### src/rtl/vga_timing_gen.sv
// vga_timing_gen -- VGA raster timing and pixel-output stage.
//
// Runs on vga_clock, the only clock of the block. It walks an h/v raster,
// asks the frame/line store for each visible pixel by coordinate, and
// registers the returned RGB332 pixel onto the VGA pins. Blanking always
// drives black.
//
// Pipeline:
//   stage 0  counters -> pixel_request/pixel_x/pixel_y (combinational)
//   stage 1  source returns pixel_data one cycle later; control delayed 1
//   stage 2  pins registered; colour, syncs and start pulses line up here
// The counter-to-pin latency is a fixed 2 clocks, with no stalls.
//
// Ports:
//   vga_clock, reset_n     pixel clock, asynchronous active-low reset
//   enable                 raster run; low holds the counters at (0,0)
//   pixel_request          stage-0 coordinate is visible
//   pixel_x, pixel_y       requested coordinate, 0 when not requesting
//   pixel_data             {R,G,B} for the previous cycle's request
//   vga_hsync, vga_vsync   sync pins (level set by HSYNC_ACTIVE/VSYNC_ACTIVE)
//   vga_red/green/blue     colour pins
//   line_start             pins carry h=0 of a line (one cycle)
//   frame_start            pins carry (0,0) (one cycle)
//   dbg_h_phase            horizontal phase: 0 active, 1 front, 2 sync, 3 back
//   dbg_v_phase            vertical phase, same encoding
//
// Optional feature, macro VGA_TEST_PATTERN_EN: adds input test_pattern. When
// it is high, visible pixels come from 8 vertical colour bars, selected by
// x[9:7], instead of pixel_data, and pixel_request stays low.
//
// Handshake: there is no valid/ready. A source that sees pixel_request high
// in cycle n must present that pixel on pixel_data throughout cycle n+1. It
// cannot stall the raster.

module vga_timing_gen #(
  parameter int   H_VISIBLE      = 640,
  parameter int   H_FRONT        = 16,
  parameter int   H_SYNC         = 96,
  parameter int   H_BACK         = 48,
  parameter int   V_VISIBLE      = 480,
  parameter int   V_FRONT        = 10,
  parameter int   V_SYNC         = 2,
  parameter int   V_BACK         = 33,
  parameter logic HSYNC_ACTIVE   = 1'b0,
  parameter logic VSYNC_ACTIVE   = 1'b0,
  parameter int   COUNTER_BITS   = 10,
  parameter int   VGA_RED_BITS   = 3,
  parameter int   VGA_GREEN_BITS = 3,
  parameter int   VGA_BLUE_BITS  = 2
) (
  input  logic                    vga_clock,
  input  logic                    reset_n,
  input  logic                    enable,
`ifdef VGA_TEST_PATTERN_EN
  input  logic                    test_pattern,
`endif
  output logic                    pixel_request,
  output logic [COUNTER_BITS-1:0] pixel_x,
  output logic [COUNTER_BITS-1:0] pixel_y,
  input  logic [VGA_RED_BITS+VGA_GREEN_BITS+VGA_BLUE_BITS-1:0] pixel_data,
  output logic                    vga_hsync,
  output logic                    vga_vsync,
  output logic [VGA_RED_BITS-1:0]   vga_red,
  output logic [VGA_GREEN_BITS-1:0] vga_green,
  output logic [VGA_BLUE_BITS-1:0]  vga_blue,
  output logic                    line_start,
  output logic                    frame_start,
  output logic [1:0]              dbg_h_phase,
  output logic [1:0]              dbg_v_phase
);

  localparam int PIXEL_BITS = VGA_RED_BITS + VGA_GREEN_BITS + VGA_BLUE_BITS;
  localparam int H_TOTAL    = H_VISIBLE + H_FRONT + H_SYNC + H_BACK;
  localparam int V_TOTAL    = V_VISIBLE + V_FRONT + V_SYNC + V_BACK;

  // Last count of each phase; a phase is left when its last count is reached.
  localparam logic [COUNTER_BITS-1:0] H_ACT_LAST   = COUNTER_BITS'(H_VISIBLE - 1);
  localparam logic [COUNTER_BITS-1:0] H_FRONT_LAST = COUNTER_BITS'(H_VISIBLE + H_FRONT - 1);
  localparam logic [COUNTER_BITS-1:0] H_SYNC_LAST  = COUNTER_BITS'(H_VISIBLE + H_FRONT + H_SYNC - 1);
  localparam logic [COUNTER_BITS-1:0] H_LAST       = COUNTER_BITS'(H_TOTAL - 1);
  localparam logic [COUNTER_BITS-1:0] V_ACT_LAST   = COUNTER_BITS'(V_VISIBLE - 1);
  localparam logic [COUNTER_BITS-1:0] V_FRONT_LAST = COUNTER_BITS'(V_VISIBLE + V_FRONT - 1);
  localparam logic [COUNTER_BITS-1:0] V_SYNC_LAST  = COUNTER_BITS'(V_VISIBLE + V_FRONT + V_SYNC - 1);
  localparam logic [COUNTER_BITS-1:0] V_LAST       = COUNTER_BITS'(V_TOTAL - 1);

  typedef enum logic [1:0] {
    PH_ACTIVE = 2'd0,
    PH_FRONT  = 2'd1,
    PH_SYNC   = 2'd2,
    PH_BACK   = 2'd3
  } phase_t;

  logic [COUNTER_BITS-1:0] h_count, h_count_next;
  logic [COUNTER_BITS-1:0] v_count, v_count_next;
  phase_t                  h_state, h_state_next;
  phase_t                  v_state, v_state_next;
  logic                    h_wrap;

  // Stage 0, derived from the counters.
  logic run_s0;
  logic vis_s0;
  logic hsync_on_s0;
  logic vsync_on_s0;
  logic line_s0;
  logic frame_s0;
  logic tp_s0;

  // Stage 1 registers.
  logic       vis_s1;
  logic       hsync_on_s1;
  logic       vsync_on_s1;
  logic       line_s1;
  logic       frame_s1;
  logic [PIXEL_BITS-1:0] pix_sel;

`ifdef VGA_TEST_PATTERN_EN
  logic       tp_s1;
  logic [2:0] bar_s1;
`endif

  // ---------------------------------------------------------------------
  // Raster counters and phase FSMs: state register
  // ---------------------------------------------------------------------
  always_ff @(posedge vga_clock or negedge reset_n) begin
    if (!reset_n) begin
      h_count <= '0;
      v_count <= '0;
      h_state <= PH_ACTIVE;
      v_state <= PH_ACTIVE;
    end else begin
      h_count <= h_count_next;
      v_count <= v_count_next;
      h_state <= h_state_next;
      v_state <= v_state_next;
    end
  end

  // ---------------------------------------------------------------------
  // Next-state logic. Dropping enable parks the raster at (0,0), which is
  // the start of an ACTIVE/ACTIVE position, so restart needs no extra state.
  // ---------------------------------------------------------------------
  always_comb begin
    h_wrap       = (h_count == H_LAST);
    h_count_next = h_count + COUNTER_BITS'(1);
    v_count_next = v_count;
    h_state_next = h_state;
    v_state_next = v_state;

    if (!enable) begin
      h_count_next = '0;
      v_count_next = '0;
      h_state_next = PH_ACTIVE;
      v_state_next = PH_ACTIVE;
    end else begin
      if (h_wrap) begin
        h_count_next = '0;
        v_count_next = (v_count == V_LAST) ? '0 : v_count + COUNTER_BITS'(1);
      end

      case (h_state)
        PH_ACTIVE: if (h_count == H_ACT_LAST)   h_state_next = PH_FRONT;
        PH_FRONT:  if (h_count == H_FRONT_LAST) h_state_next = PH_SYNC;
        PH_SYNC:   if (h_count == H_SYNC_LAST)  h_state_next = PH_BACK;
        PH_BACK:   if (h_wrap)                  h_state_next = PH_ACTIVE;
        default:                                h_state_next = PH_ACTIVE;
      endcase

      // The vertical FSM only moves on the last clock of a line.
      if (h_wrap) begin
        case (v_state)
          PH_ACTIVE: if (v_count == V_ACT_LAST)   v_state_next = PH_FRONT;
          PH_FRONT:  if (v_count == V_FRONT_LAST) v_state_next = PH_SYNC;
          PH_SYNC:   if (v_count == V_SYNC_LAST)  v_state_next = PH_BACK;
          PH_BACK:   if (v_count == V_LAST)       v_state_next = PH_ACTIVE;
          default:                                v_state_next = PH_ACTIVE;
        endcase
      end
    end
  end

  assign dbg_h_phase = h_state;
  assign dbg_v_phase = v_state;

  // ---------------------------------------------------------------------
  // Stage 0. reset_n is folded into run_s0 so the combinational request
  // outputs are also quiet while reset is held, even if enable is high.
  // ---------------------------------------------------------------------
`ifdef VGA_TEST_PATTERN_EN
  assign tp_s0 = test_pattern;
`else
  assign tp_s0 = 1'b0;
`endif

  always_comb begin
    run_s0      = enable & reset_n;
    vis_s0      = run_s0 & (h_state == PH_ACTIVE) & (v_state == PH_ACTIVE);
    hsync_on_s0 = run_s0 & (h_state == PH_SYNC);
    vsync_on_s0 = run_s0 & (v_state == PH_SYNC);
    line_s0     = run_s0 & (h_count == '0);
    frame_s0    = line_s0 & (v_count == '0);

    pixel_request = vis_s0 & ~tp_s0;
    pixel_x       = pixel_request ? h_count : '0;
    pixel_y       = pixel_request ? v_count : '0;
  end

  // ---------------------------------------------------------------------
  // Stage 1: control delayed to meet the pixel returned by the source.
  // ---------------------------------------------------------------------
  always_ff @(posedge vga_clock or negedge reset_n) begin
    if (!reset_n) begin
      vis_s1      <= 1'b0;
      hsync_on_s1 <= 1'b0;
      vsync_on_s1 <= 1'b0;
      line_s1     <= 1'b0;
      frame_s1    <= 1'b0;
    end else begin
      vis_s1      <= vis_s0;
      hsync_on_s1 <= hsync_on_s0;
      vsync_on_s1 <= vsync_on_s0;
      line_s1     <= line_s0;
      frame_s1    <= frame_s0;
    end
  end

`ifdef VGA_TEST_PATTERN_EN
  always_ff @(posedge vga_clock or negedge reset_n) begin
    if (!reset_n) begin
      tp_s1  <= 1'b0;
      bar_s1 <= '0;
    end else begin
      tp_s1  <= tp_s0;
      bar_s1 <= h_count[9:7];
    end
  end
`endif

  // Pixel selection. Blanking is forced black whatever the source returned.
  always_comb begin
    pix_sel = pixel_data;
`ifdef VGA_TEST_PATTERN_EN
    if (tp_s1) begin
      pix_sel = {{VGA_RED_BITS{bar_s1[2]}},
                 {VGA_GREEN_BITS{bar_s1[1]}},
                 {VGA_BLUE_BITS{bar_s1[0]}}};
    end
`endif
    if (!vis_s1) begin
      pix_sel = '0;
    end
  end

  // ---------------------------------------------------------------------
  // Stage 2: output pins.
  // ---------------------------------------------------------------------
  always_ff @(posedge vga_clock or negedge reset_n) begin
    if (!reset_n) begin
      vga_hsync   <= ~HSYNC_ACTIVE;
      vga_vsync   <= ~VSYNC_ACTIVE;
      vga_red     <= '0;
      vga_green   <= '0;
      vga_blue    <= '0;
      line_start  <= 1'b0;
      frame_start <= 1'b0;
    end else begin
      vga_hsync   <= hsync_on_s1 ? HSYNC_ACTIVE : ~HSYNC_ACTIVE;
      vga_vsync   <= vsync_on_s1 ? VSYNC_ACTIVE : ~VSYNC_ACTIVE;
      vga_red     <= pix_sel[PIXEL_BITS-1 -: VGA_RED_BITS];
      vga_green   <= pix_sel[VGA_GREEN_BITS+VGA_BLUE_BITS-1 -: VGA_GREEN_BITS];
      vga_blue    <= pix_sel[VGA_BLUE_BITS-1:0];
      line_start  <= line_s1;
      frame_start <= frame_s1;
    end
  end

endmodule

### config.mk
export PLATFORM = sky130hd
export DESIGN_NAME = vga_timing_gen
export DESIGN_NICKNAME = d
export VERILOG_FILES = /design/src/rtl/vga_timing_gen.sv
export SDC_FILE = /design/constraint.sdc
export NUM_CORES = 1
export LEC_CHECK = 0
export ABC_CLOCK_PERIOD_IN_PS = 2550
export CAP_MARGIN = 10
export CORE_ASPECT_RATIO = 0.5
export CORE_MARGIN = 3
export CORE_UTILIZATION = 50
export CTS_CLUSTER_SIZE = 28
export DETAILED_ROUTE_END_ITERATION = 8
export GPL_TIMING_DRIVEN = 0
export PLACE_DENSITY_LB_ADDON = 0.08
export SLEW_MARGIN = 20
export SYNTH_ARGS = -nofsm -noshare
export SYNTH_HDL_FRONTEND = slang
export SYNTH_SLANG_ARGS = --single-unit
export TNS_END_PERCENT = 30
### constraint.sdc
create_clock -name vga_clock -period 2.55 [get_ports vga_clock]
set_input_delay 0.51 -clock vga_clock [delete_from_list [all_inputs] [get_ports vga_clock]]
set_output_delay 0.51 -clock vga_clock [all_outputs]
set_load 0.01 [all_outputs]
# After elaboration in Yosys (flattened, before gate mapping)
# Cells that the tools add are included.
word_totals:
  reg_bits: 41
op_classes:
  n_addsub: 2
  n_eq_ne: 23
  muxes: 23
  n_bitwise: 7
  reduce_logical: 6
ops:
  columns: ["op", "count"]
  rows:
  - ["2-to-1 mux 10 bit", 7]
  - ["equality test 10 bit, second input constant", 5]
  - ["equality test 10 x 9 -> 1 bit, second input constant", 3]
  - ["!= test 3 bit, second input constant", 8]
  - ["2-to-1 mux 2 bit", 11]
  - ["adder 10 x 1 -> 10 bit, second input constant", 2]
  - ["logical NOT 10 bit", 2]
  - ["case mux 2 bit (4 select lines)", 2]
  - ["equality test 2 bit, second input constant", 4]
  - ["2-to-1 mux 8 bit", 1]
  - ["AND 1 bit", 7]
  - ["AND reduction 5 bit", 1]
  - ["equality test 2 x 1 -> 1 bit, second input constant", 2]
  - ["logical NOT 2 bit", 2]
  - ["AND reduction 4 bit", 1]
  - ["2-to-1 mux 1 bit", 2]
  - ["!= test 2 x 1 -> 1 bit, second input constant", 1]

# Depth between registers and ports, before layout
# Gate-level depths: netlist (run 1).
depth:
  ltp_word: 5
  depth_mapped: 8
  ltp_nobuf: 7

# Least setup slack after synthesis (run 1)
# No wires, ideal clock.
synth_path:
  kind: "register to output"
  start: "register v_state[0] (netlist: dbg_v_phase[0])"
  end: "output port pixel_x[0]"
  arrival_time_ns: 1.397
  t_required_ns: 2.040
  setup_slack_ns: 0.643
  stages_incl_launch_ff: 6
  path_buffers: 1
  path_cell_list: "dfrtp_1 inv_1 ha_1 and4_1 clkbuf_1 and2_1"
synth_between:
  elab_chain_cells: 3
synth_lines:
  columns: ["element", "line", "text"]
  rows:
  - ["from (decl)", "96", "phase_t v_state, v_state_next;"]
  - ["from (signal assigned)", "134", "v_state <= v_state_next;"]
  - ["logical NOT 2 bit", "196", "vis_s0 = run_s0 & (h_state == PH_ACTIVE) & (v_state == PH_ACTIVE);"]
  - ["AND 1 bit", "196", null]
  - ["via pixel_request", "57", "output logic pixel_request,"]
  - ["2-to-1 mux 10 bit", "203", "pixel_x = pixel_request ? h_count : '0;"]
  - ["to (decl)", "58", "output logic [COUNTER_BITS-1:0] pixel_x,"]
# The timed path passes the listed nets, and every way through them passes these cells.

# Worst setup path in the final report (run 1)
layout_path:
  start: "register h_state[1] (netlist: dbg_h_phase[1])"
  end: "output port pixel_request"
layout_between:
  elab_chain_cells: 3
layout_lines:
  columns: ["element", "line", "text"]
  rows:
  - ["from (decl)", "95", "phase_t h_state, h_state_next;"]
  - ["from (signal assigned)", "133", "h_state <= h_state_next;"]
  - ["logical NOT 2 bit", "196", null]
  - ["AND 1 bit (2 in series)", "196", null]
  - ["to (decl)", "57", null]
# Every way passes these cells.

==> results of run 1 <==
## flip-flops by register name, summed over array words and instances, names as in the netlist
register,cells
vsync_on_s1,1
line_s1,1
frame_start,1
hsync_on_s1,1
vis_s1,1
vga_red,3
vga_blue,2
dbg_v_phase,2
v_count,10
frame_s1,1
dbg_h_phase,2
line_start,1
vga_hsync,1
vga_vsync,1
h_count,10
vga_green,3
## worst max-delay path: stages (launching register included)
cell and delay (ns):
dfrtp_1 0.43, inv_1 0.10, ha_1 0.17, and4_4 0.25, clkbuf_8 0.15, clkdlybuf4s50_1 0.53
## metal layers
| layer | part of all wire (%) | vias to the layer above | GRT usage, % | wire length [µm] |
|---|---|---|---|---|
| met3 | 6.6 | 8 | 6.11 | 298 |
| met2 | 44 | 49 | 31.1 | 2010 |
| met5 | 0 | - | 0 | 0 |
| li1 | - | 825 | - | - |
| met1 | 48 | 821 | 26.7 | 2160 |
| met4 | 1.1 | 0 | 6.12 | 51 |
## power by group
part | internal (mW) | switching (mW)
registers | 0.663 | 0.00892
logic | 0.0474 | 0.0462
clock network | 0.190 | 0.225
total | 0.900 | 0.280
## path summary, 6_finish.rpt
check                                from             to  slack, ns  cells past startpoint
max                        dbg_h_phase[1]  pixel_request       0.11                      5
min                               reset_n     vga_red[0]       0.11                      1
max reg2reg                    h_count[0]     v_count[5]       0.37                      6
min reg2reg                   vsync_on_s1      vga_vsync       0.35                      1
max in group asynchronous         reset_n      vga_vsync       1.95                      2
min in group vga_clock        vsync_on_s1      vga_vsync       0.35                      1
## layout make-up
| type | instances | area share, % |
|---|---|---|
| well taps | 54 | 2.39 |
| clock buffers | 6 | 2.56 |
| plain buffers | 8 | 1.86 |
| multi-input cells | 152 | 37.4 |
| inverters | 13 | 1.72 |
| repair buffers | 51 | 17.4 |
| flip-flops and latches | 41 | 36.3 |
| clock inverters | 2 | 0.353 |
## placed cells by master (no fill, tap or decap), drive strengths merged
cell type and instances:
a2111oi 1, a21boi 1, a21oi 2, a22oi 1, a41o 2, and2 30
and3 6, and3b 1, and4 3, buf 7, clkbuf 12, clkdlybuf4s50 26
clkinv 2, dfrtp 39, dfstp 2, dlygate4sd2 20, ha 13, inv 13
mux2i 5, nand2 17, nand3 7, nand4 6, nor2 24, nor2b 2
nor3 3, nor3b 1, nor4 3, nor4b 3, nor4bb 1, o21ai 1
o22a 1, o31ai 1, or4b 1, xnor2 8, xor2 8
## kinds of logic (layout without fill, tap and decap cells)
logic type | count (synthesis) | after routing
mux | 5 | 5
buf+inv | 21 | 80
compound gates | 10 | 10
flops | 41 | 41
xor+xnor | 16 | 16
simple gates | 108 | 108
fa+ha+maj | 13 | 13
## repair_timing
action / in CTS / in global routing
gates resized for setup: 29 / 0
setup buffers: 3 / 0
setup endpoints to repair: 21 / 0
==> results.cfg, run 1 <==
[clock_tree]
cts-buffers-inserted = 5
htreeDepth = 2
cts.clk_slew.worst_paths_ns = 0.08
clock_sinks = 41
clk_latency_ns = 0.30
cts_tree = built
cts_buffer_depth = 2
postCtsHoldBufs = 0
clock-root-buffer = clkbuf_8

[setup_path]
cp.arrival_ns = 1.93
crit_type = flip-flop to output pin
cp_max_fo = 11
worstPathRequired_ns = 2.04
crit_path_end_kind = output pin
start_kind = flip-flop

[cells_and_area]
antenna_cells = 0
multi_input_area_mm2 = 0.00106
design_area_mm2 = 0.00283
fillers = 324
nets = 296
area_delta_synth_final_pct = 30.9
stdcell_count = 327
utilization_pct = 70.4
ff_latch_area_mm2 = 0.00103
layout-drive-gt1-share_pct = 9.16

[power]
total_power_mw = 1.18
ir_drop_mv = 0.226
p_leak_nw = 1.34
power_density_mw_per_mm2 = 417

[sta]
period_needed_ns = 2.44
worstMarginPinSlew_ns = 0.599
fin_crit_sh_pct = 95.8
setup_viol = 0
setup_ws_ns = 0.106
maxSlewHeadroom_pct = 59.8
whs_ns = 0.110
clock.fmax_mhz = 409
hold_viol_final = 0
finClkSkew_ns = 0.00466
drv_slew = 0
grt_setup_unrepaired = no
tns_ns = 0

[floorplanning]
rows = 16
die_h_um = 52.5
die_x_um = 99.1
core_area_mm2 = 0.00402
start_util_pct = 53.8
io-pin-count = 48
die_area_mm2 = 0.00520

[place]
placedCellCount = 316
port_buffers = 47
place.gp.congestion = 0.865
place_hpwl_um = 3270
placed_area_mm2 = 0.00273
dpl_worst_slack_ns = -0.419

[run_status]
outcome = finished, final reports clean

[routing]
avgViaCountPerCell = 5.21
drt_iter0_markers = 69
num_vias = 1703
ant_nets = 0
wirelength_um = 4520
wl_per_cell_um = 13.8
drc = 0
firstDrtPassIters = 4

[synth]
synth.area.top_cells = dfrtp_1 (45%), and2_1 (8.7%), ha_1 (7.5%)
ys_ff_latch = 41
synth_edf_count = 0
yosysTopAreaCell = dfrtp_1
synth_commonest_cells = dfrtp_1 (39), and2_1 (30), nor2_1 (24)
synth_xor_area_share_pct = 6.47
ys.warnings.count = 0
synth_mux_area_share_pct = 2.31
synth_top_area_share_pct = 45.1
ys_seq_area_share_pct = 47.5
synth_compound_area_share_pct = 4.97
synth.distinct_cells = 34
synth-simple-area-share_pct = 27.5
syn_avg_cell_area_um2 = 10.1
postSynthCellCount = 214
synth.most_common_cell = dfrtp_1
synth_fa_ha_area_share_pct = 7.51
ys.flop_type = dfrtp_1
synth.cell_area_mm2 = 0.00216
synth_top_family_by_area = simple AND/OR/NAND/NOR gates
synthArstFlopShare_pct = 100
syn-num-nets = 238

[global_routing]
grt_start_max_net_pins = 26
antenna_found_initial = 0
overflow = 0
first_global_vias = 1613
grt_util_all_layers_pct = 19.9
grt_pass1_wl_um = 7860

[job]
cap_viol_max_count = 0

[min_path]
holdCritPathClass = input port to asynchronous set/reset pin
Note: power is estimated with default switching activity, not from simulation.
==> run 2, diff against run 1 <==
--- a/config.mk
+++ b/config.mk
@@ -5,11 +5,12 @@
 export SDC_FILE = /design/constraint.sdc
 export NUM_CORES = 1
 export LEC_CHECK = 0
+export ABC_AREA = 1
 export ABC_CLOCK_PERIOD_IN_PS = 2550
-export CAP_MARGIN = 10
+export CAP_MARGIN = 20
 export CORE_ASPECT_RATIO = 0.5
 export CORE_MARGIN = 3
-export CORE_UTILIZATION = 50
+export CORE_UTILIZATION = 52
 export CTS_CLUSTER_SIZE = 28
 export DETAILED_ROUTE_END_ITERATION = 8
 export GPL_TIMING_DRIVEN = 0
==> results.cfg, run 2 <==
[global_routing]
antenna_found_initial = 0
grt_pass1_wl_um = 9390
grt_start_max_net_pins = 23
first_global_vias = 1976
grt_util_all_layers_pct = 22.6
overflow = 0

[clock_tree]
clk_latency_ns = 0.30
clock_sinks = 41
htreeDepth = 2
clock-root-buffer = clkbuf_8
postCtsHoldBufs = 0
cts.clk_slew.worst_paths_ns = 0.09
cts_tree = built
cts_buffer_depth = 2
cts-buffers-inserted = 5

[cells_and_area]
antenna_cells = 0
area_delta_synth_final_pct = 31.1
multi_input_area_mm2 = 0.00112
layout_common_cells = nand2_1 (56), inv_1 (54), nor2_1 (52), dfrtp_1 (38), clkdlybuf4s50_1 (25)
final_common_cell = nand2_1
reg.largest.list = h_count: 10 flops, v_count: 10 flops
nets = 385
design_area_mm2 = 0.00317
utilization_pct = 75.8
layout-drive-gt1-share_pct = 13.8
stdcell_count = 416
fillers = 338
ff_latch_area_mm2 = 0.00103

[place]
place.gp.congestion = 0.879
port_buffers = 47
placedCellCount = 407
placed_area_mm2 = 0.00298
place_hpwl_um = 4250

[synth]
syn-num-nets = 329
synth_commonest_cells = nand2_1 (57), inv_1 (55), nor2_1 (52)
synth.area.top_cells = dfrtp_1 (40%), nand2_1 (8.8%), inv_1 (8.5%)
synthArstFlopShare_pct = 100
synth.most_common_cell = nand2_1
synth_top_area_share_pct = 40.3
ys_ff_latch = 41
ys_seq_area_share_pct = 42.5
ys.flop_type = dfrtp_1
synth.cell_area_mm2 = 0.00242
syn_avg_cell_area_um2 = 7.93
synth.distinct_cells = 33
yosysTopAreaCell = dfrtp_1
ys.warnings.count = 0
postSynthCellCount = 305
synth_edf_count = 0

[routing]
ant_nets = 0
drc = 0
num_vias = 2132
wl_per_cell_um = 14.0
avgViaCountPerCell = 5.13
drt_iter0_markers = 122
wirelength_um = 5810
firstDrtPassIters = 4

[floorplanning]
die_x_um = 102
io-pin-count = 48
start_util_pct = 57.8
die_area_mm2 = 0.00556
rows = 16
core_area_mm2 = 0.00418
die_h_um = 54.2

[setup_path]
cp.arrival_ns = 1.87
worstPathRequired_ns = 2.04
cp_max_fo = 5
start_kind = flip-flop
crit_path_end_kind = output pin
crit_type = flip-flop to output pin

[sta]
whs_ns = 0.0109
drv_slew = 0
setup_viol = 0
period_needed_ns = 2.38
tns_ns = 0
finClkSkew_ns = 0.00752
worstMarginPinSlew_ns = 0.365
maxSlewHeadroom_pct = 75.5
fin_crit_sh_pct = 93.4
hold_viol_final = 0
clock.fmax_mhz = 420
grt_setup_unrepaired = no

[min_path]
holdCritPathClass = input port to asynchronous set/reset pin

[power]
p_leak_nw = 1.82
power_density_mw_per_mm2 = 526
ir_drop_mv = 0.353

[run_status]
outcome = finished, final reports clean

[job]
cap_viol_max_count = 0
run 2: layout make-up:
type                    count  share of cell area [%]
flip-flops and latches     41                    32.5
inverters                  58                    6.94
well taps                  54                    2.13
plain buffers               7                    2.60
multi-input cells         199                    35.3
clock buffers               5                    2.17
clock inverters             3                    1.46
repair buffers             49                    16.9
run 2: worst max-delay path, cell delays in order (launching register included):
cell and delay, ns:
dfrtp_1 0.44, inv_1 0.10, ha_2 0.21, nand3_2 0.14, nor2_1 0.13, clkdlybuf4s50_1 0.55
run 2: final timing paths:
| path | from | slack (ns) | end | depth (start not counted) |
|---|---|---|---|---|
| max | dbg_h_phase[1] | 0.17 | pixel_y[0] | 5 |
| min | reset_n | 0.01 | line_start | 1 |
| max reg2reg | v_count[0] | 0.84 | dbg_v_phase[0] | 11 |
| min reg2reg | hsync_on_s1 | 0.35 | vga_hsync | 1 |
| max in group asynchronous | reset_n | 2.13 | vga_vsync | 2 |
| min in group vga_clock | hsync_on_s1 | 0.35 | vga_hsync | 1 |
run 2: report_power, final:
group,internal [mW],switching (mW)
Combinational,0.193,0.221
Clock,0.293,0.245
Sequential,0.690,0.0262
Total,1.18,0.493
run 2: metal layers:
layer / up-vias / GRT usage (%) / share of wire (%)
met1: 984 / 29.0 / 45
met3: 10 / 5.47 / 7.4
met5: - / 0 / 0
li1: 1049 / - / -
met4: 0 / 7.19 / 1.4
met2: 89 / 38.7 / 46
run 2: per-stage QoR:
step,setup WS (ns),power (mW)
after floorplan,0.783,0.942
after global placement,-2.02,1.09
after detailed placement,-0.599,1.10
after CTS,-0.00195,1.67
after global routing,0.0881,1.76
final,0.169,1.67
run 2: logic make-up after synthesis:
| kind of cell | share of synthesized area, % |
|---|---|
| flops | 42.5 |
| xor+xnor | 0.362 |
| simple gates | 33.4 |
| buf+inv | 11.7 |
| fa+ha+maj | 6.72 |
| compound gates | 5.38 |
run 2: repair_timing:
| item | CTS | global route |
|---|---|---|
| endpoints found under the setup margin | 21 | 12 |
| buffers inserted | 1 | 0 |
| resized for setup | 24 | 15 |
| pin swaps | 0 | 0 |
| cloned | 0 | 0 |
==> run 3, diff against run 2 <==
--- a/config.mk
+++ b/config.mk
@@ -15,6 +15,7 @@
 export DETAILED_ROUTE_END_ITERATION = 8
 export GPL_TIMING_DRIVEN = 0
 export PLACE_DENSITY_LB_ADDON = 0.08
+export SETUP_SLACK_MARGIN = 0.02
 export SLEW_MARGIN = 20
 export SYNTH_ARGS = -nofsm -noshare
 export SYNTH_HDL_FRONTEND = slang
==> results.cfg, run 3 (synthesis gave the netlist of run 2 again) <==
[setup_path]
reg2reg_to = dbg_v_phase[0]
crit_path_end_kind = output pin
crit_type = flip-flop to output pin
r2r_cells = 11
slowest_stage = clkdlybuf4s50_1
worstPathRequired_ns = 2.04
start_kind = flip-flop
cp.arrival_ns = 1.86
crit_buf_inv = 2
r2r-start = v_count[0]
crit_cells = 5
endpoint = pixel_y[0]
cpPeakStageDelay_ns = 0.54
critical_path.top_delay_family = buffers and inverters
worstSetupStartpoint = dbg_v_phase[0]
r2r_slack_ns = 0.84
cp_max_fo = 6
crit_chain = inv_1 > ha_2 > nand3_2 > nor2_1 > clkdlybuf4s50_1

[global_routing]
first_global_vias = 1987
grt_pass1_wl_um = 9450
antenna_found_initial = 0
overflow = 0
grt_util_all_layers_pct = 22.8
grt_start_max_net_pins = 23

[run_status]
outcome = finished, final reports clean

[floorplanning]
die_h_um = 54.2
die_x_um = 102
start_util_pct = 57.8
io-pin-count = 48
core_area_mm2 = 0.00418
rows = 16
die_area_mm2 = 0.00556

[cells_and_area]
reg.largest.list = h_count: 10 flops, v_count: 10 flops
final_common_cell = nand2_1
area_delta_synth_final_pct = 29.8
layout-drive-gt1-share_pct = 13.8
nets = 386
antenna_cells = 0
layout_common_cells = nand2_1 (56), inv_1 (55), nor2_1 (52), dfrtp_1 (38), clkdlybuf4s50_1 (25)

[routing]
drc = 0
ant_nets = 0
avgViaCountPerCell = 5.10
firstDrtPassIters = 5
drt_iter0_markers = 108
wirelength_um = 5760
wl_per_cell_um = 13.8
num_vias = 2128

[sta]
hold_viol_final = 0
setup_viol = 0
clock.fmax_mhz = 422
fin_crit_sh_pct = 92.9
tns_ns = 0
worstMarginPinSlew_ns = 0.366
period_needed_ns = 2.37
grt_setup_unrepaired = no
drv_slew = 0
setup_ws_ns = 0.180
finClkSkew_ns = 0.00902
maxSlewHeadroom_pct = 75.4

[clock_tree]
postCtsHoldBufs = 0
cts_tree = built
cts-buffers-inserted = 5
cts_buffer_depth = 2
cts.clk_slew.worst_paths_ns = 0.09
clk_latency_ns = 0.30
htreeDepth = 2
clock_sinks = 41
clock-root-buffer = clkbuf_8

[place]
place.gp.congestion = 0.879
dpl_worst_slack_ns = -0.599
port_buffers = 47
place_hpwl_um = 4250

[job]
cap_viol_max_count = 0

[power]
p_leak_nw = 1.75
power_density_mw_per_mm2 = 533
ir_drop_mv = 0.353

[min_path]
holdCritPathClass = input port to asynchronous set/reset pin
-- run 3: cell types whose count changed in the layout (fill, tap and decap cells not counted) --
cell            previous run  this run
dlygate4sd2_1              8        13
inv_2                      3         2
buf_16                     1         0
buf_4                      1         3
dlymetal6s2s_1            12         7
inv_1                     54        55
-- run 3: worst min path at each step --
stage | end | slack (ns) | from
after global routing | h_count[4] | 0.05 | reset_n
final | vga_red[2] | 0.04 | reset_n
after CTS | line_start | 0.007 | reset_n
after detailed placement | frame_start | 0.34 | frame_s1
after global placement | line_start | 0.34 | line_s1
after floorplan | dbg_h_phase[0] | 0.21 | reset_n
-- run 3: power breakdown --
| part | internal (mW) | switching (mW) | total [mW] | leakage (nW) |
|---|---|---|---|---|
| Sequential | 0.690 | 0.0240 | 0.714 | 0.555 |
| Clock | 0.293 | 0.246 | 0.539 | 0.0543 |
| Combinational | 0.196 | 0.224 | 0.421 | 1.14 |
-- run 3: worst register-to-register path, cell delays in order (launching register included) --
cell,delay [ns]
dfrtp_1,0.45
inv_1,0.14
ha_1,0.20
nand2_1,0.06
nor2_1,0.17
nand3_1,0.14
nand2_1,0.12
nand2_1,0.07
inv_1,0.08
nand3_1,0.07
nand2_1,0.06
nor2_1,0.04
-- run 3: metal layers --
layer	up-vias	track usage (%)	wire length [µm]
met1	978	29.0	2600
li1	1051	-	-
met5	-	0	0
met3	10	5.47	464
met4	0	7.19	81
met2	89	39.2	2620
-- run 3: area by class of cell --
cell class | instances | area (µm²)
Clock buffer | 5 | 68.8
Tap cell | 54 | 67.6
Clock inverter | 3 | 46.3
Inverter | 58 | 220
Timing Repair Buffer | 50 | 505
Buffer | 7 | 82.6
Sequential cell | 41 | 1030
Multi-Input combinational cell | 199 | 1120
Fill cell | 341 | 1040
-- run 3: repair_timing --
action / CTS / global route
setup buffers: 2 / 1
endpoints found under the setup margin: 21 / 7
gates resized for setup: 30 / 8
gates cloned: 0 / 0
-- run 3: stage by stage --
stage	power, mW	hold WS (ns)	std cells	instance area [µm²]	utilization (%)
CTS	1.67	0.00678	417	3140	75.1
global route	1.77	0.0550	417	3140	75.1
global placement	1.09	0.336	406	2960	70.7
floorplan	0.942	0.214	305	2420	-
detailed placement	1.10	0.339	407	2980	71.2
finish	1.67	0.0421	417	3140	75.1
==> edit: new RTL, config.mk and constraints of run 1 <==
Change the parameter `VSYNC_ACTIVE` from 1'b0 to 1'b1.
--- a/src/rtl/vga_timing_gen.sv
+++ b/src/rtl/vga_timing_gen.sv
@@ -42,7 +42,7 @@
   parameter int   V_SYNC         = 2,
   parameter int   V_BACK         = 33,
   parameter logic HSYNC_ACTIVE   = 1'b0,
-  parameter logic VSYNC_ACTIVE   = 1'b0,
+  parameter logic VSYNC_ACTIVE   = 1'b1,
   parameter int   COUNTER_BITS   = 10,
   parameter int   VGA_RED_BITS   = 3,
   parameter int   VGA_GREEN_BITS = 3,
Behaviour: not the same (a bounded check fails within 4 cycles, from zero or initial values and one cycle with reset_n low).
==> edit against run 1 <==
  * Routed wire length increased by 3.5%
  * Clock power decreased by 2%
  * Sequential cell count unchanged
  * Global-route usage increased by 0.44 points
  * Cell area increased by 0.88%
  * Setup slack improved by 0.053 ns
  * Synthesized area decreased by 0.12%
  * Fmax increased by 2.2%
  * Count of clock-buffer cells in the layout increased by 2
  * Combinational power increased by 3.7%
  * Total power decreased by 0.27%
  * Largest cell class unchanged
  * Highest routed layer unchanged
==> edit: results (changes against run 1) <==
Logic synthesis
  – Post-Synth XOR/XNOR Area: 0.06481 (+0.00007493)
  – Post-synthesis compound-gate area fraction: 0.05093 (+0.001215)
  – Main synth FF type: dfrtp_1
  – Sequential area share after synthesis: 0.4751 (about the same)
  – Syn Inst Count: 215 (+0.47%)
  – Synth Area in Adders: 0.07523 (+0.00008697)
  – Ys async rst share: 1.000 (unchanged)
  – Synth top cells by count: dfrtp_1 (40), and2_1 (31), nor2_1 (23)
  – Multiplexer area fraction after synthesis: 0.01852 (-0.004603)
  – Net count after synthesis: 239 (+0.42%)
  – Top cells by area, synth: dfrtp_1 (46%), and2_1 (9.0%), ha_1 (7.5%), nor2_1 (4.0%), xnor2_1 (3.2%)
  – Library cells used by synthesis: 32 (-5.9%)

Power and ir drop
  – Max VDD drop: 0.0002327 V (+2.7%)
  – LEAKAGE: 1.365 nW (+1.7%)

CTS
  – CTS Buf Count: 5 (unchanged)
  – Clock slew at reported path FFs: 0.07 ns
  – H-tree levels: 2 (unchanged)
  – Clk_lat worst skew: 0.29 ns

Setup path
  – FF-to-FF setup slack: 0.33 ns (-0.04 ns)
  – Highest-delay cell along the critical path: clkdlybuf4s50_1
  – Launch point of the worst reg-to-reg path: h_count[0]
  – CP max FO: 11 (unchanged)
  – Worst reg2reg path endpoint: v_count[4]
  – Worst EP arrival: 1.88 ns (-0.05 ns)
  – Register-to-Register Path Depth: 6 (unchanged)

Global routing
  – Vias in the first global route: 1707 (+5.8%)
  – Antenna violations before repair: 0 (unchanged)
  – Wire length of the first global-routing pass: 8.114 mm (+3.2%)
  – Largest net degree at the start of global routing: 17 (-35%)
  – Total GRT Usage: 0.2030 (+0.004380)

Run status
  – Status: complete, no violations

Detailed routing
  – Initial DRC count: 59 (-14%)
  – Routed WL: 4.676 mm (+3.5%)
  – Vias per cell: 5.209 (about the same)
  – Antenna Nets Post-Route: 0 (unchanged)
  – Drt pass-1 iters: 4 (unchanged)

Placed design
  – Post-DP HPWL: 3.291 mm (+0.50%)
  – Placed Area: 2715 sq um (-0.37%)
  – Pre-CTS setup slack: -0.4694 ns (-0.05032 ns)
  – DP Cell Count: 317 (+0.32%)
  – GPL Wtd Cong: 0.8427 (-2.6%)
  – Port bufs: 47 (unchanged)

Finish
  – Diode count: 0 (unchanged)
  – Post-route insts no fill: 330 (+0.92%)
  – Nets: 299 (+1.0%)
  – Layout cells sized above 1: 0.08696 (-0.004619)
  – Largest regs: h_count (10), v_count (10)

Hold path
  – Worst Hold Class: input pin to async pin

STA
  – Worst Tran Pin Value: 0.6176 ns (+0.01825 ns)
  – Final Skew: 0.003415 ns (-0.001248 ns)
==> edit: cell count changes after synthesis, sizes merged <==
| cell | change |
|---|---|
| nor2 | -1 |
| a22oi | -1 |
| nor2b | -1 |
| inv | -1 |
| a21oi | +1 |
| dfrtp | +1 |
| dfstp | -1 |
| and2 | +1 |
| nor3b | +1 |
| nand2 | +2 |
| mux2i | -1 |
| o21ai | +1 |
==> edit: power by group <==
group / switching [mW] / total [mW] / internal, mW
registers: 0.00905 / 0.672 / 0.663
clock network: 0.214 / 0.408 / 0.195
logic: 0.0456 / 0.0971 / 0.0515
==> edit: cell type report <==
class,instances,area [sq um]
buffer,8,46.29
clock buffer,8,80.08
fill,301,1166
inverter,12,45.04
multi-input combinational,154,1062
sequential,41,1027
tap,54,67.56
timing repair buffer,53,529.3
==> edit: cell families (layout without fill, tap and decap cells) <==
group	after synthesis	in the layout
compound gates	11	11
fa+ha+maj	13	13
flops	41	41
xor+xnor	16	16
buf+inv	20	81
simple gates	110	110
mux	4	4
==> edit: what timing repair did <==
action	in CTS	in global routing
endpoints found under the hold margin	0	0
setup buffers	4	0
pin swaps	0	0
endpoints found under the setup margin	21	1
hold buffers	0	0
cloned	1	0
resized for setup	27	2
==> edit: how the worst max path moves through the flow <==
stage	startpoint	end	slack [ns]	depth (start not counted)
floorplan	dbg_v_phase[0]	pixel_x[0]	0.64	5
global placement	reset_n	pixel_x[8]	-1.82	5
detailed placement	enable	pixel_x[8]	-0.47	5
CTS	dbg_v_phase[0]	pixel_x[2]	0.002	6
global route	dbg_v_phase[1]	pixel_request	0.06	5
finish	dbg_v_phase[1]	pixel_request	0.16	5
==> edit: per-stage QoR <==
| step | hold WS, ns | power [mW] | util |
|---|---|---|---|
| 4_1_cts | 0.06151 | 1.194 | 0.7096 |
| 5_1_grt | 0.06195 | 1.234 | 0.7102 |
| 3_3_place_gp | 0.3326 | 0.7709 | 0.6710 |
| 6_report | 0.06481 | 1.178 | 0.7102 |
| 2_1_floorplan | 0.2144 | 0.7140 | - |
| 3_5_place_dp | 0.3370 | 0.7757 | 0.6748 |
==> edit: critical path, delay by kind of cell, from the launching register on <==
family	cells	cell delay, ns
DFF	1	0.39
buffers and inverters	3	0.76
adders and majority gates	1	0.19
and+or+nand+nor	1	0.24
==> edit: per-layer routing <==
metal,global-route usage,up-vias,part of all wire
met5,0,-,0
met4,0.06349,0,0.014
met3,0.05179,9,0.068
met2,0.3333,58,0.45
met1,0.2672,814,0.47
li1,-,838,-
